**src/rtl/option_sched.sv**
```systemverilog
// Option packet scheduler: buffers parsed packets in a FIFO, dispatches them round-robin
// to pricing engines and returns tagged results round-robin to a ready/valid sink.
module option_sched #(
    parameter int NUM_ENG    = 2,
    parameter int FIFO_DEPTH = 4
) (
    input  logic                  clk,
    input  logic                  rst,
    input  logic                  in_valid,
    input  logic [199:0]          in_pkt,
    output logic [NUM_ENG-1:0]    eng_start,
    output logic [167:0]          eng_pkt,
    input  logic [NUM_ENG-1:0]    eng_done,
    input  logic [32*NUM_ENG-1:0] eng_price,
    output logic                  res_valid,
    input  logic                  res_ready,
    output logic [31:0]           res_id,
    output logic [31:0]           res_price,
    output logic                  overflow,
    output logic [7:0]            drop_cnt
);
    localparam int AW = $clog2(FIFO_DEPTH);
    localparam int EW = (NUM_ENG > 1) ? $clog2(NUM_ENG) : 1;

    typedef enum logic [1:0] {FREE = 2'd0, RUN = 2'd1, HOLD = 2'd2} eng_st_t;

    eng_st_t            r_st     [NUM_ENG];
    eng_st_t            w_st_nxt [NUM_ENG];
    logic [31:0]        r_tag    [NUM_ENG];
    logic [31:0]        r_price  [NUM_ENG];
    logic [199:0]       r_mem    [FIFO_DEPTH];
    logic [AW:0]        r_wptr;
    logic [AW:0]        r_rptr;
    logic [EW-1:0]      r_dp;
    logic [EW-1:0]      r_rp;
    logic [EW-1:0]      r_res_eng;
    logic [NUM_ENG-1:0] r_eng_start;
    logic [167:0]       r_eng_pkt;
    logic               r_res_valid;
    logic [31:0]        r_res_id;
    logic [31:0]        r_res_price;
    logic               r_overflow;
    logic [7:0]         r_drop_cnt;

    logic [AW:0]        w_cnt;
    logic               w_empty;
    logic               w_full;
    logic               w_disp;
    logic               w_push;
    logic               w_drop;
    logic               w_acc;
    logic               w_load;
    logic [EW-1:0]      w_disp_idx;
    logic [EW-1:0]      w_sel_idx;
    logic [EW-1:0]      w_rp_nxt;
    logic [EW-1:0]      w_arb_ptr;
    logic [199:0]       w_head;

    assign w_cnt   = r_wptr - r_rptr;
    assign w_empty = (w_cnt == '0);
    assign w_full  = (w_cnt == (AW+1)'(FIFO_DEPTH));
    assign w_head  = r_mem[r_rptr[AW-1:0]];

    // First FREE engine at or after the dispatch pointer takes the FIFO head.
    always_comb begin
        w_disp     = 1'b0;
        w_disp_idx = '0;
        for (int k = 0; k < NUM_ENG; k++) begin
            if (!w_disp && !w_empty && r_st[(int'(r_dp) + k) % NUM_ENG] == FREE) begin
                w_disp     = 1'b1;
                w_disp_idx = EW'((int'(r_dp) + k) % NUM_ENG);
            end
        end
    end

    // A full FIFO still accepts a push when the head leaves in the same cycle.
    assign w_push    = in_valid && (!w_full || w_disp);
    assign w_drop    = in_valid && !w_push;
    assign w_acc     = r_res_valid && res_ready;
    assign w_rp_nxt  = EW'((int'(r_res_eng) + 1) % NUM_ENG);
    assign w_arb_ptr = w_acc ? w_rp_nxt : r_rp;

    // The engine currently presented is excluded so an accept can hand over in one cycle.
    always_comb begin
        w_load    = 1'b0;
        w_sel_idx = '0;
        for (int k = 0; k < NUM_ENG; k++) begin
            if (!w_load && (!r_res_valid || w_acc)
                && r_st[(int'(w_arb_ptr) + k) % NUM_ENG] == HOLD
                && !(r_res_valid && int'(r_res_eng) == (int'(w_arb_ptr) + k) % NUM_ENG)) begin
                w_load    = 1'b1;
                w_sel_idx = EW'((int'(w_arb_ptr) + k) % NUM_ENG);
            end
        end
    end

    always_comb begin
        for (int i = 0; i < NUM_ENG; i++) begin
            w_st_nxt[i] = r_st[i];
            case (r_st[i])
                FREE:    if (w_disp && int'(w_disp_idx) == i) w_st_nxt[i] = RUN;
                RUN:     if (eng_done[i]) w_st_nxt[i] = HOLD;
                HOLD:    if (w_acc && int'(r_res_eng) == i) w_st_nxt[i] = FREE;
                default: w_st_nxt[i] = FREE;
            endcase
        end
    end

    always_ff @(posedge clk or negedge rst) begin
        if (!rst) begin
            for (int i = 0; i < NUM_ENG; i++) r_st[i] <= FREE;
            r_wptr      <= '0;
            r_rptr      <= '0;
            r_dp        <= '0;
            r_rp        <= '0;
            r_res_eng   <= '0;
            r_eng_start <= '0;
            r_eng_pkt   <= '0;
            r_res_valid <= 1'b0;
            r_res_id    <= '0;
            r_res_price <= '0;
            r_overflow  <= 1'b0;
            r_drop_cnt  <= '0;
        end else begin
            for (int i = 0; i < NUM_ENG; i++) r_st[i] <= w_st_nxt[i];
            if (w_push) r_wptr <= r_wptr + 1'b1;
            if (w_disp) begin
                r_rptr    <= r_rptr + 1'b1;
                r_dp      <= EW'((int'(w_disp_idx) + 1) % NUM_ENG);
                r_eng_pkt <= w_head[167:0];
            end
            r_eng_start <= w_disp ? (NUM_ENG'(1) << w_disp_idx) : '0;
            if (w_drop) begin
                r_overflow <= 1'b1;
                if (r_drop_cnt != 8'hFF) r_drop_cnt <= r_drop_cnt + 8'd1;
            end
            if (w_acc) r_rp <= w_rp_nxt;
            if (w_load) begin
                r_res_valid <= 1'b1;
                r_res_eng   <= w_sel_idx;
                r_res_id    <= r_tag[w_sel_idx];
                r_res_price <= r_price[w_sel_idx];
            end else if (w_acc) begin
                r_res_valid <= 1'b0;
            end
        end
    end

    // Packet storage, tags and captured prices need no reset: guarded by FIFO pointers and engine state.
    always_ff @(posedge clk) begin
        if (w_push) r_mem[r_wptr[AW-1:0]] <= in_pkt;
        for (int i = 0; i < NUM_ENG; i++) begin
            if (w_disp && int'(w_disp_idx) == i) r_tag[i] <= w_head[199:168];
            if (r_st[i] == RUN && eng_done[i]) r_price[i] <= eng_price[32*i +: 32];
        end
    end

    assign eng_start = r_eng_start;
    assign eng_pkt   = r_eng_pkt;
    assign res_valid = r_res_valid;
    assign res_id    = r_res_id;
    assign res_price = r_res_price;
    assign overflow  = r_overflow;
    assign drop_cnt  = r_drop_cnt;
endmodule

```
**config.mk**
```make
export PLATFORM = sky130hd
export DESIGN_NAME = option_sched
export DESIGN_NICKNAME = d
export VERILOG_FILES = /design/src/rtl/option_sched.sv
export SDC_FILE = /design/constraint.sdc
export NUM_CORES = 1
export LEC_CHECK = 0
export CORE_MARGIN = 2
export CORE_UTILIZATION = 43
export CTS_BUF_LIST = sky130_fd_sc_hd__clkbuf_2 sky130_fd_sc_hd__clkbuf_4 sky130_fd_sc_hd__clkbuf_8
export CTS_CLUSTER_DIAMETER = 200
export DETAILED_ROUTE_END_ITERATION = 6
export GPL_ROUTABILITY_DRIVEN = 0
export PLACE_DENSITY = 0.65
export SLEW_MARGIN = 25
export SYNTH_ARGS = -nofsm -noshare
export SYNTH_HDL_FRONTEND = slang
export SYNTH_SLANG_ARGS = --single-unit
```
**constraint.sdc**
```tcl
create_clock -name clk -period 8.31 [get_ports clk]
set_input_delay 2.0775 -clock clk [delete_from_list [all_inputs] [get_ports clk]]
set_output_delay 2.0775 -clock clk [all_outputs]
set_load 0.02 [all_outputs]
```
==> flow_summary_export.csv <==
group,metric,value,unit
status,status,"finished, final reports clean",
power,irDropWorstVdd,0.712,mV
global_routing,antenna_found_initial,39,
floorplan,core_area,0.100,sq mm
yosys,dominantRegCellSynth,"edfxtp_1",
floorplan,io_pins,514,
job,max_cap_violations,0,
floorplan,die_height,322,microns
routing,drc,0,
global_routing,grt_pass1_vias,22300,
power,p_leak,18.8,nW
routing,vias,20700,
yosys,yosysTopAreaCell,"edfxtp_1",
clock_tree,cts_buffers,189,
sta,setup_viol,0,
yosys,syn_inst,1926,
sta,setup_tns,0,ns
global_routing,grt_pass1_wl,138,mm
yosys,synth_top_area_share,0.642,
yosys,synth_area_leaders,"edfxtp_1 64%, dfrtp_1 15%, mux4_2 10%",
clock_tree,cts_tree,"built",
yosys,synth_nets,2204,
routing,dr.pass1.iters,5,
global_routing,grt-ovfl-total,0,
critical_path,crit_chain,"clkdlybuf4s50_1 -> inv_1 -> a31oi_1 -> and2_4 -> buf_12",
layout,drive_above_1_share,0.267,
critical_path,end_kind,"register",
sta,clock_skew,0.0309,ns
layout,areaGrowthSynthToFinish,24.4,%
clock_tree,htree_levels,4,
clock_tree,cts.sinks,1185,
layout,final.fill_count,7656,
sta,final-max-slew-violation-count,0,
critical_path,cp_max_fo,141,
floorplan,die_x,322,microns
critical_path,worstPathArrival,4.79,ns
routing,detail-route-antenna-nets,0,
yosys,async_flop_share,0.217,
layout,seq_area,0.0343,sq mm
critical_path,timing.critical_path.buf_inv,3,
sta,hold_viol_final,0,
critical_path,slowest_stage,"buf_12",
floorplan,die_area,0.103,sq mm
critical_path,start_kind,"primary input",
clock_tree,cts_hold_buffers,0,
clock_tree,clkTransAtPathRegs,0.06,ns
layout,multiInputGateArea,0.00856,sq mm
yosys,synth_edf_count,928,
yosys,synth_cell_types,46,
yosys,ys_warn_count,0,
critical_path,critical_path_class,"in2reg",
hold_path,hp-class,"reg2reg",
place,hpwl,55.1,mm
power,power_density,404,mW/mm^2
clock_tree,cts.path.max_buffers,3,
yosys,synthTopCellsByCount,"928 x edfxtp_1, 257 x dfrtp_1, 200 x mux4_2",
critical_path,required,8.73,ns
sta,rsz0062_at_grt,"false",
yosys,syn_area,0.0434,sq mm
sta,max_slew.worst_pin.slew,1.09,ns
yosys,ys_seq_elements,1185,
routing,routed_via_density,5.11,
critical_path,critPathMaxStageDelay,0.63,ns
routing,drtIter0Drc,1311,
layout,final_util,0.540,
clock_tree,post-cts-setup-buffer-count,0,
yosys,yosys.cell_count.top_type,"edfxtp_1",
layout,layout.nets,2850,
clock_tree,cts_resized,0,
sta,fin_crit_sh,0.526,
routing,wl,92.4,mm
global_routing,grt_util_all_layers,0.179,
clock_tree,clk_latency,0.83,ns
place,port-buffer-count,513,
routing,wl_per_cell,22.8,microns
yosys,yosysSeqAreaShare,0.791,
floorplan,initial_core_util,0.434,
sta,fmax,0.229,GHz
global_routing,grt_max_degree,142,
sta,relSlewSlack,0.270,
sta,min_period,4.37,ns
critical_path,critPathTopFamily,"buffers and inverters",
yosys,synth.avg_cell_area,22.5,sq um
floorplan,core.rowCount,116,
clock_tree,cts_root_buf,"clkbuf_8",
[cells by family (layout without fill, tap and decap cells)]
group	after synthesis	after routing	synth area share
XOR/XNOR	13	13	0.00280
buffers and inverters	93	904	0.0135
AND/OR/NAND/NOR	109	109	0.0111
AO/OA/AOI/OAI	84	84	0.0109
adder cells (fa/ha/maj)	8	8	0.00231
multiplexers	434	434	0.169
flip-flops	1185	1185	0.791
other	0	10	0
[worst paths after layout]
kind / from / end / slack (ns) / depth (start not counted)
setup / recovery: in_valid / r_mem[2][145] / 3.94 / 5
hold / removal: res_id[11] / res_id[11] / 0.48 / 2
setup reg to reg: r_rptr[1] / r_mem[2][145] / 4.03 / 7
hold reg to reg: res_id[11] / res_id[11] / 0.48 / 2
max in group asynchronous: rst / eng_pkt[127] / 5.62 / 2
min in group asynchronous: rst / eng_pkt[83] / 1.25 / 1
[cell type report]
class / instances / area share
Antenna cell: 10 / 0.000464
Clock buffer: 285 / 0.0648
Clock inverter: 71 / 0.00827
Inverter: 8 / 0.000556
Multi-Input combinational cell: 648 / 0.159
Sequential cell: 1185 / 0.636
Tap cell: 1298 / 0.0301
Timing Repair Buffer: 540 / 0.102
[stage by stage]
| step | hold slack [ns] | std cells | area [sq um] | setup slack (ns) | total power (W) |
|---|---|---|---|---|---|
| 2_1_floorplan | 0.451 | 1926 | 43400 | 0.643 | 0.0145 |
| 5_1_grt | 0.494 | 4039 | 54000 | 3.82 | 0.0229 |
| 3_5_place_dp | 0.470 | 3677 | 50000 | 3.22 | 0.0170 |
| 4_1_cts | 0.483 | 4033 | 53900 | 3.97 | 0.0222 |
| 6_report | 0.477 | 4045 | 54000 | 3.94 | 0.0218 |
| 3_3_place_gp | 0.460 | 3677 | 50000 | 3.25 | 0.0168 |
[flip-flops by register name (all words and copies together) (netlist names), 4 cells and up]
name / count
eng_pkt: 168
r_st: 4
res_price: 32
r_tag: 64
res_id: 32
drop_cnt: 8
r_price: 64
r_mem: 800
[layout by cell type (no fill, tap or decap), drive strengths merged, types with 2 or more instances in the layout]
master and count:
xnor2 9, diode 10, o22ai 2, clkdlybuf4s50 512, a31oi 2, clkbuf 285, edfxtp 928, nor2b 2
clkinvlp 2, clkinv 61, and2 4, and3 3, a21o 3, nor2 8, or2 2, nand3 2
nand2 73, xor2 4, bufinv 3, dfrtp 257, buf 28, mux2 170, nand2b 6, nand4 3
mux4 200, inv 13, mux2i 64, o21ai 69, ha 8
[routing by layer]
layer / wire (microns) / up-vias / global-route usage
met4: 2360 / 58 / 0.0649
met1: 35900 / 10700 / 0.215
met5: 373 / - / 0
li1: - / 9108 / -
met2: 45000 / 591 / 0.287
met3: 8750 / 223 / 0.0779
[worst register-to-register path, delay by kind of cell (launching register included)]
| kind | cells | cell delay, ns |
|---|---|---|
| flip-flops | 1 | 0.95 |
| adder cells (fa/ha/maj) | 1 | 0.33 |
| AO/OA/AOI/OAI | 2 | 0.80 |
| buffers and inverters | 2 | 0.79 |
| AND/OR/NAND/NOR | 2 | 0.70 |
[report_power, final]
part	switching, W	leakage (nW)	internal, W
clock	0.00223	2.12	0.00279
sequential	0.000694	11.6	0.00843
combinational	0.00388	5.13	0.00380
No activity file was read; power rests on OpenSTA's default activity.
